<file path="src/rtl/multu_hilo_unit.sv">
// multu_hilo_unit
//   Execute-stage unit fed by the ALU control decode (MULTU, SLL, sel).
//   It runs an iterative unsigned WIDTH x WIDTH multiply into the HI/LO
//   registers and performs the SLL shift. It also selects the EX result
//   from the ALU, HI, LO or the shifter. While a multiply is in flight it
//   raises a stall for MFHI/MFLO reads.
//
//   Build option: define MULTU_RADIX4_EN to retire 2 multiplier bits per
//   RUN cycle (WIDTH/2 RUN cycles). The default is radix-2 (WIDTH RUN
//   cycles). WIDTH must be even when MULTU_RADIX4_EN is defined.
//
//   Ports:
//     clk, rst_n        clock, synchronous active-low reset
//     MULTU, SLL, sel   decode controls (sel: 00 ALU, 01 HI, 10 LO, 11 shift)
//     src_a, src_b      multiplicand / multiplier (src_b is also the SLL source)
//     shamt, alu_result SLL amount, ALU output
//     dataOut           selected EX result
//     hi, lo            HI/LO registers
//     busy, done        multiply in progress / one-cycle completion pulse
//     stall             hazard request to the pipeline
module multu_hilo_unit #(
   parameter int WIDTH = 32,
   parameter int CNT_W = 6
) (
   input  logic             clk,
   input  logic             rst_n,
   input  logic             MULTU,
   input  logic             SLL,
   input  logic [1:0]       sel,
   input  logic [WIDTH-1:0] src_a,
   input  logic [WIDTH-1:0] src_b,
   input  logic [4:0]       shamt,
   input  logic [WIDTH-1:0] alu_result,
   output logic [WIDTH-1:0] dataOut,
   output logic [WIDTH-1:0] hi,
   output logic [WIDTH-1:0] lo,
   output logic             busy,
   output logic             done,
   output logic             stall
);

   localparam logic [1:0] S_IDLE = 2'd0;
   localparam logic [1:0] S_RUN  = 2'd1;
   localparam logic [1:0] S_DONE = 2'd2;

`ifdef MULTU_RADIX4_EN
   localparam int STEPS = WIDTH / 2;
`else
   localparam int STEPS = WIDTH;
`endif
   localparam logic [CNT_W-1:0] LAST_CNT = CNT_W'(STEPS - 1);

   logic [1:0]         state_q, state_d;
   logic [CNT_W-1:0]   cnt_q, cnt_d;
   logic [WIDTH-1:0]   mcand_q, mcand_d;
   logic [2*WIDTH-1:0] prod_q, prod_d;
   logic [WIDTH-1:0]   hi_q, hi_d;
   logic [WIDTH-1:0]   lo_q, lo_d;

   // One shift-add step of the product register.
   logic [2*WIDTH-1:0] prod_step;

`ifdef MULTU_RADIX4_EN
   // Two extra bits on the upper sum: 3*mcand plus the upper half can
   // reach WIDTH+2 bits before the right shift by 2.
   logic [WIDTH+1:0] addend;
   logic [WIDTH+1:0] upper_sum;
   always_comb begin
      addend = '0;
      case (prod_q[1:0])
         2'd0:    addend = '0;
         2'd1:    addend = {2'b00, mcand_q};
         2'd2:    addend = {1'b0, mcand_q, 1'b0};
         default: addend = {2'b00, mcand_q} + {1'b0, mcand_q, 1'b0};
      endcase
      upper_sum = {2'b00, prod_q[2*WIDTH-1:WIDTH]} + addend;
      prod_step = {upper_sum, prod_q[WIDTH-1:2]};
   end
`else
   // The carry out of the add is kept as bit WIDTH and shifts into the top.
   logic [WIDTH:0] upper_sum;
   always_comb begin
      upper_sum = {1'b0, prod_q[2*WIDTH-1:WIDTH]}
                + (prod_q[0] ? {1'b0, mcand_q} : '0);
      prod_step = {upper_sum, prod_q[WIDTH-1:1]};
   end
`endif

   always_comb begin
      state_d = state_q;
      cnt_d   = cnt_q;
      mcand_d = mcand_q;
      prod_d  = prod_q;
      hi_d    = hi_q;
      lo_d    = lo_q;
      case (state_q)
         S_IDLE: begin
            if (MULTU) begin
               mcand_d = src_a;
               prod_d  = {{WIDTH{1'b0}}, src_b};
               cnt_d   = '0;
               state_d = S_RUN;
            end
         end
         S_RUN: begin
            prod_d = prod_step;
            cnt_d  = cnt_q + 1'b1;
            if (cnt_q == LAST_CNT) begin
               hi_d    = prod_step[2*WIDTH-1:WIDTH];
               lo_d    = prod_step[WIDTH-1:0];
               state_d = S_DONE;
            end
         end
         S_DONE:  state_d = S_IDLE;
         default: state_d = S_IDLE;
      endcase
   end

   always_ff @(posedge clk) begin
      if (!rst_n) begin
         state_q <= S_IDLE;
         cnt_q   <= '0;
         mcand_q <= '0;
         prod_q  <= '0;
         hi_q    <= '0;
         lo_q    <= '0;
      end else begin
         state_q <= state_d;
         cnt_q   <= cnt_d;
         mcand_q <= mcand_d;
         prod_q  <= prod_d;
         hi_q    <= hi_d;
         lo_q    <= lo_d;
      end
   end

   assign hi   = hi_q;
   assign lo   = lo_q;
   assign busy = (state_q == S_RUN);
   assign done = (state_q == S_DONE);
   // HI/LO are already written in DONE, so reads do not stall there.
   assign stall = busy & ((sel == 2'b01) | (sel == 2'b10));

   always_comb begin
      dataOut = alu_result;
      case (sel)
         2'b00:   dataOut = alu_result;
         2'b01:   dataOut = hi_q;
         2'b10:   dataOut = lo_q;
         default: dataOut = SLL ? (src_b << shamt) : '0;
      endcase
   end

endmodule

</file>
<file path="config.mk">
export PLATFORM = sky130hd
export DESIGN_NAME = multu_hilo_unit
export DESIGN_NICKNAME = d
export VERILOG_FILES = /design/src/rtl/multu_hilo_unit.sv
export SDC_FILE = /design/constraint.sdc
export NUM_CORES = 1
export LEC_CHECK = 0
export BUFFER_PORTS_ARGS = -buffer_cell sky130_fd_sc_hd__buf_2
export CAP_MARGIN = 20
export CORE_ASPECT_RATIO = 1.5
export CORE_MARGIN = 2
export CORE_UTILIZATION = 40
export DETAILED_ROUTE_END_ITERATION = 6
export PLACE_DENSITY = 0.67
export SLEW_MARGIN = 20
export SYNTH_ARGS = -nofsm -noshare
export SYNTH_HDL_FRONTEND = slang
export SYNTH_SLANG_ARGS = --single-unit
</file>
<file path="constraint.sdc">
create_clock -name clk -period 2.86 [get_ports clk]
set_input_delay 0.143 -clock clk [delete_from_list [all_inputs] [get_ports clk]]
set_output_delay 0.143 -clock clk [all_outputs]
set_load 0.03 [all_outputs]
</file>
==> reports/results.tsv, run 1 <==
metric	value	unit
Worst Tran Pin Value	0.9182	ns
synth-to-layout area growth	26.83	%
syn_area_per_cell	7.946	um2
most frequent cells after synthesis	nand2_1, dfxtp_1, nor2_1	
final hold vios	0	
Worst R2R Setup Slack	0.09	ns
CTS Buf Count	17	
leakage	5.482	nW
Synth cell types	64	
CP Class	register to register	
grt ovf	0	
final worst slack	0.09168	ns
DRT iter0 DRCs	837	
critical path startpoint category	register	
setup TNS	0	ns
CP max FO	18	
share of layout cells above drive strength 1	24.56	%
Reg clk slew, reported paths	0.07	ns
antenna-violating nets left	0	
HPWL after detailed placement	28490	um
Total GRT Usage	27.35	%
initial core utilization	40.73	%
die area	26830	um2
P_int	4.161	mW
status	complete, but fails checks	
CP Capture Type	register	
PD cells	453.8	nW/um2
Flop pwr share	42.2	%
asr flop ratio synth	0	%
First-pass DRT Iterations	7	
relative slew slack	38.79	%
Switching Fraction	29.14	%
Die Wd	134.4	um
min cycle time layout	2.768	ns
Clk pwr share	40.4	%
vias in the first global route	10298	
syn_nets	1429	
synthesized instance count	1284	
Area contributors post-synth	dfxtp_1, nand2_1, a21boi_0, ha_1, nor2_1	
Yosys top cell by area	dfxtp_1	
initial antenna violation count	0	
GPL Wtd Cong	1.035	
first-pass GRT wire length	56720	um
wire length on met1	14110	um
post-synthesis sequential area ratio	32.97	%
final setup fails	0	
vias per cell	5.786	
failing checks	design-rule violations	
drt drc	4	
Sw Pwr	1.711	mW
Max Buffers Root-to-Sink	2	
EDFF count, synth	0	
H-tree depth	4	
Synth Register Bits	168	
cell area after synthesis	10200	um2
met2 wire length	18410	um
I/O pins	206	
Die Ht	199.6	um
count of final max-slew check failures	0	
Worst Path Required	3.19	ns
fin crit share	96.79	%
HP Class	primary input to register	
combinational share of power	17.4	%
clock skew	0.01087	ns
most frequent cell after synthesis	nand2_1	
CTS tree	done	
WL per Instance	19.97	um
largest net degree at the start of global routing	59	
max frequency	0.3612	GHz
Synth top area share	32.97	%
Top Metal Used	met4	
fin util	51.65	%
maximum vdd drop	0.4409	mV
diode count	0	
max_cap viols	0	
row count	71	
core area	25050	um2
Skew-Pair Late Insertion Delay	0.45	ns
Filler Cell Count	2514	
# clock sinks	168	
clock root buffer	clkbuf_16	
Place WS	-0.1313	ns
Main synth FF type	dfxtp_1	
via count	10733	
WL met3	2328	um
fin nets	1659	
register area	3367	um2
critical path arrival	3.09	ns
multi-input logic area	6599	um2
drt total wl	37050	um
Synthesis Warnings	0	
number of buffers added on ports	205	
==> logic make-up after synthesis <==
| kind of cell | after synthesis | share of synthesized area, % |
|---|---|---|
| flip-flops | 168 | 32.97 |
| AND/OR/NAND/NOR | 492 | 20.64 |
| buffers and inverters | 114 | 4.476 |
| multiplexers | 61 | 8.376 |
| adder cells (fa/ha/maj) | 38 | 4.734 |
| AO/OA/AOI/OAI | 383 | 26.40 |
| XOR/XNOR | 28 | 2.404 |
==> path summary, 6_finish.rpt <==
path | startpoint | end | cells after the start
max | prod_q[0]$_SDFFE_PN0P_ | hi[30]$_SDFFE_PN0P_ | 12
min | src_b[20] | prod_q[20]$_SDFFE_PN0P_ | 3
max reg2reg | prod_q[0]$_SDFFE_PN0P_ | hi[30]$_SDFFE_PN0P_ | 12
min reg2reg | mcand_q[10]$_SDFFE_PN0P_ | mcand_q[10]$_SDFFE_PN0P_ | 2
==> cell type report <==
type	count	share of cell area [%]
Multi-Input combinational cell	1002	51.00
Sequential cell	168	26.02
Timing Repair Buffer	305	14.57
Clock buffer	19	3.423
Tap cell	328	3.172
Clock inverter	13	1.238
Inverter	20	0.5802
==> power groups by stage <==
stage / Sequential, mW / Clock [mW] / Combinational [mW]
after floorplan: 2.51 / 0 / 0.605
after global placement: 2.53 / 0 / 0.959
after detailed placement: 2.53 / 0 / 0.965
after CTS: 2.48 / 2.42 / 1.00
after global routing: 2.49 / 2.50 / 1.10
final: 2.48 / 2.37 / 1.02
==> cell usage in the layout (no fill, tap or decap), drive strengths merged, types with 5 or more instances in the layout <==
master / instances
a21boi: 88
o221ai: 38
nor2: 115
clkbuf: 19
o211ai: 5
dfxtp: 168
a31oi: 9
nand2: 258
xor2: 16
o22ai: 20
a222oi: 32
or3: 7
mux4: 19
o21a: 6
nand3: 36
buf: 273
inv: 26
nor2b: 10
o21ai: 80
and2: 44
nor3: 5
mux2: 5
a21oi: 54
nand2b: 5
ha: 37
dlygate4sd3: 32
mux2i: 37
a21o: 9
xnor2: 12
a211oi: 14
==> metal layers <==
metal / vias to the layer above / GRT usage (%)
li1: 5109 / -
met1: 5067 / 30.82
met2: 444 / 48.66
met3: 113 / 4.515
met4: 0 / 15.44
met5: - / 0
==> metrics by stage <==
step | area [um2] | total power, mW | hold slack (ns) | instances
4_1_cts | 12710 | 5.903 | 0.03648 | 1852
3_5_place_dp | 11780 | 3.496 | 0.4027 | 1788
6_report | 12940 | 5.872 | 0.05427 | 1855
2_1_floorplan | 10200 | 3.116 | 0.2879 | 1284
5_1_grt | 12940 | 6.087 | 0.04934 | 1855
3_3_place_gp | 11780 | 3.489 | 0.3985 | 1788
==> critical path, stage by stage, from the launching register on <==
cell,delay [ns]
dfxtp_4,0.37
buf_4,0.16
buf_12,0.14
and2_1,0.16
ha_1,0.40
a21oi_1,0.13
o21a_1,0.23
a211oi_2,0.32
nor2_1,0.11
or3_1,0.32
a31oi_1,0.17
a31oi_1,0.06
o41ai_1,0.08
==> registers in the layout, indices dropped and copies added (netlist names) <==
signal / cells
prod_q: 64
lo: 32
state_q: 2
mcand_q: 32
cnt_q: 6
hi: 32
==> timing repair <==
item,4_1_cts,5_1_grt
hold buffers,32,0
pin swaps,0,8
hold endpoints to repair,32,0
resized for setup,2,41
setup buffers,0,3
cloned,0,0
endpoints found under the setup margin,21,32
Note: power is estimated with default switching activity, not from simulation.
==> run 2, diff against run 1 <==
BUFFER_PORTS_ARGS = -buffer_cell sky130_fd_sc_hd__buf_4   (was -buffer_cell sky130_fd_sc_hd__buf_2)
REMOVE_ABC_BUFFERS = 1   (was not set)
==> run 2 against run 1 <==
The run still ends with design-rule violations left. Utilization up 1.6 points. Non-clock buffer count down 12. Maximum frequency down 1.1%. Combinational power up 4%. Sequential power about the same. Critical path type unchanged. Highest routed layer unchanged.
==> reports/results.tsv, run 2 (synthesis results as in run 1) <==
metric	value	unit
status	complete, but fails checks	
failing checks	design-rule violations	
Hold Path Depth	3	
combinational share of power	17.6	%
Switching Fraction	27.30	%
via count	10608	
CTS Buf Count	17	
leakage	5.584	nW
Die Wd	134.4	um
worst-case reg-to-reg path depth	11	
largest net degree at the start of global routing	114	
Flop pwr share	41.2	%
Hold EP	mcand_q[0]$_SDFFE_PN0P_	
Largest register FFs	64	
CP Class	register to register	
setup TNS	0	ns
synth-to-layout area growth	30.76	%
Total GRT Usage	26.80	%
Cells after DPL	1778	
Worst R2R Start	prod_q[0]$_SDFFE_PN0P_	
HPWL after detailed placement	27260	um
final setup fails	0	
relative slew slack	30.77	%
CP Capture Type	register	
number of buffers added on ports	205	
PD cells	451.4	nW/um2
antenna-violating nets left	0	
count of final max-slew check failures	0	
worst hold start	src_a[0]	
HP Class	primary input to register	
P_int	4.378	mW
GPL Wtd Cong	0.9514	
diode count	0	
Skew-Pair Late Insertion Delay	0.44	ns
fin nets	1647	
maximum vdd drop	0.4471	mV
CP max FO	16	
Worst Path Required	3.18	ns
CTS tree	done	
Sw Pwr	1.644	mW
share of layout cells above drive strength 1	23.10	%
Crit path largest cell delay	0.42	ns
fin crit share	97.86	%
critical path arrival	3.12	ns
WHS	0.03415	ns
Worst Tran Pin Value	1.038	ns
final worst slack	0.06127	ns
vias per cell	5.756	
die area	26830	um2
Worst Setup SP	prod_q[0]$_SDFFE_PN0P_	
Clk pwr share	41.2	%
Filler Cell Count	2422	
initial core utilization	40.73	%
drt total wl	36970	um
Worst R2R End	hi[22]$_SDFFE_PN0P_	
clock root buffer	clkbuf_16	
Reg clk slew, reported paths	0.07	ns
drt drc	12	
Most flops, register	prod_q	
final hold vios	0	
commonest non-fill, non-tap cells in the layout	nand2_1, buf_4, dfxtp_1	
clock skew	0.01279	ns
core area	25050	um2
min cycle time layout	2.799	ns
First-pass DRT Iterations	7	
initial antenna violation count	0	
crit path cell chain	buf_12 -> and2_1 -> ha_1 -> and3_1 -> and4bb_1 -> a211o_1 -> a221o_2 -> a21boi_2 -> xor2_1 -> nand2b_1 -> a21boi_1	
DRT iter0 DRCs	1067	
I/O pins	206	
row count	71	
grt ovf	0	
non-filler instance count after layout	1843	
H-tree depth	4	
first-pass GRT wire length	55950	um
max_cap viols	0	
Max Buffers Root-to-Sink	2	
# clock sinks	168	
max frequency	0.3573	GHz
RSZ-0062 raised after global routing	yes	
total power	6.022	mW
Die Ht	199.6	um
critical path startpoint category	register	
Worst R2R Setup Slack	0.06	ns
vias in the first global route	10102	
Slowest-stage cell, CP	a221o_2	
WL per Instance	20.06	um
Place WS	0.006344	ns
-- run 2: timing repair --
action | CTS | global route
gates resized for setup | 1 | 22
endpoints found under the setup margin | 1 | 20
cloned | 0 | 1
hold buffers | 31 | 0
pin swaps | 0 | 8
endpoints found under the hold margin | 31 | 0
setup buffers | 0 | 1
-- run 2: power by group through the flow --
stage	Clock, mW	Sequential [mW]	Combinational (mW)
2_1_floorplan	0	2.52	0.526
4_1_cts	2.52	2.48	1.04
3_3_place_gp	0	2.53	0.992
6_report	2.48	2.48	1.06
5_1_grt	2.62	2.49	1.14
3_5_place_dp	0	2.53	1.00
-- run 2: metal layers --
layer | track usage [%] | vias up | wire [um]
met1 | 30.78 | 5017 | 14050
li1 | - | 5075 | -
met4 | 11.97 | 0 | 1453
met5 | 0 | - | 0
met2 | 48.66 | 443 | 19190
met3 | 4.236 | 73 | 2273
-- run 2: how the worst max path moves through the flow --
stage,to,slack (ns)
final,hi[22]$_SDFFE_PN0P_,0.06
after global placement,prod_q[62]$_SDFFE_PN0P_,0.06
after global routing,hi[22]$_SDFFE_PN0P_,-0.08
after floorplan,hi[30]$_SDFFE_PN0P_,-2.30
after detailed placement,prod_q[62]$_SDFFE_PN0P_,0.006
after CTS,prod_q[56]$_SDFFE_PN0P_,0.01
-- run 2: area by class of cell --
class | instances | area [um2] | area share (%)
well taps | 328 | 410.4 | 3.076
flip-flops and latches | 168 | 3367 | 25.24
inverters | 20 | 75.07 | 0.5627
clock buffers | 20 | 456.7 | 3.423
clock inverters | 12 | 172.7 | 1.294
repair buffers | 293 | 2357 | 17.67
multi-input cells | 1002 | 6501 | 48.73
-- run 2: stage by stage --
stage | util [%] | area, um2
detailed placement | 48.93 | 12260
CTS | 52.68 | 13200
finish | 53.25 | 13340
global placement | 48.93 | 12260
global route | 53.25 | 13340
floorplan | - | 9821
-- run 2: worst max-delay path, delay by kind of cell, from the launching register on --
kind                       cells  cell delay (ns)
AOI/OAI and AO/OA              4             0.94
xor gates and xnor gates       1             0.17
adders and majority gates      1             0.33
buffers and inverters          1             0.16
DFF                            1             0.39
and+or+nand+nor                4             0.67
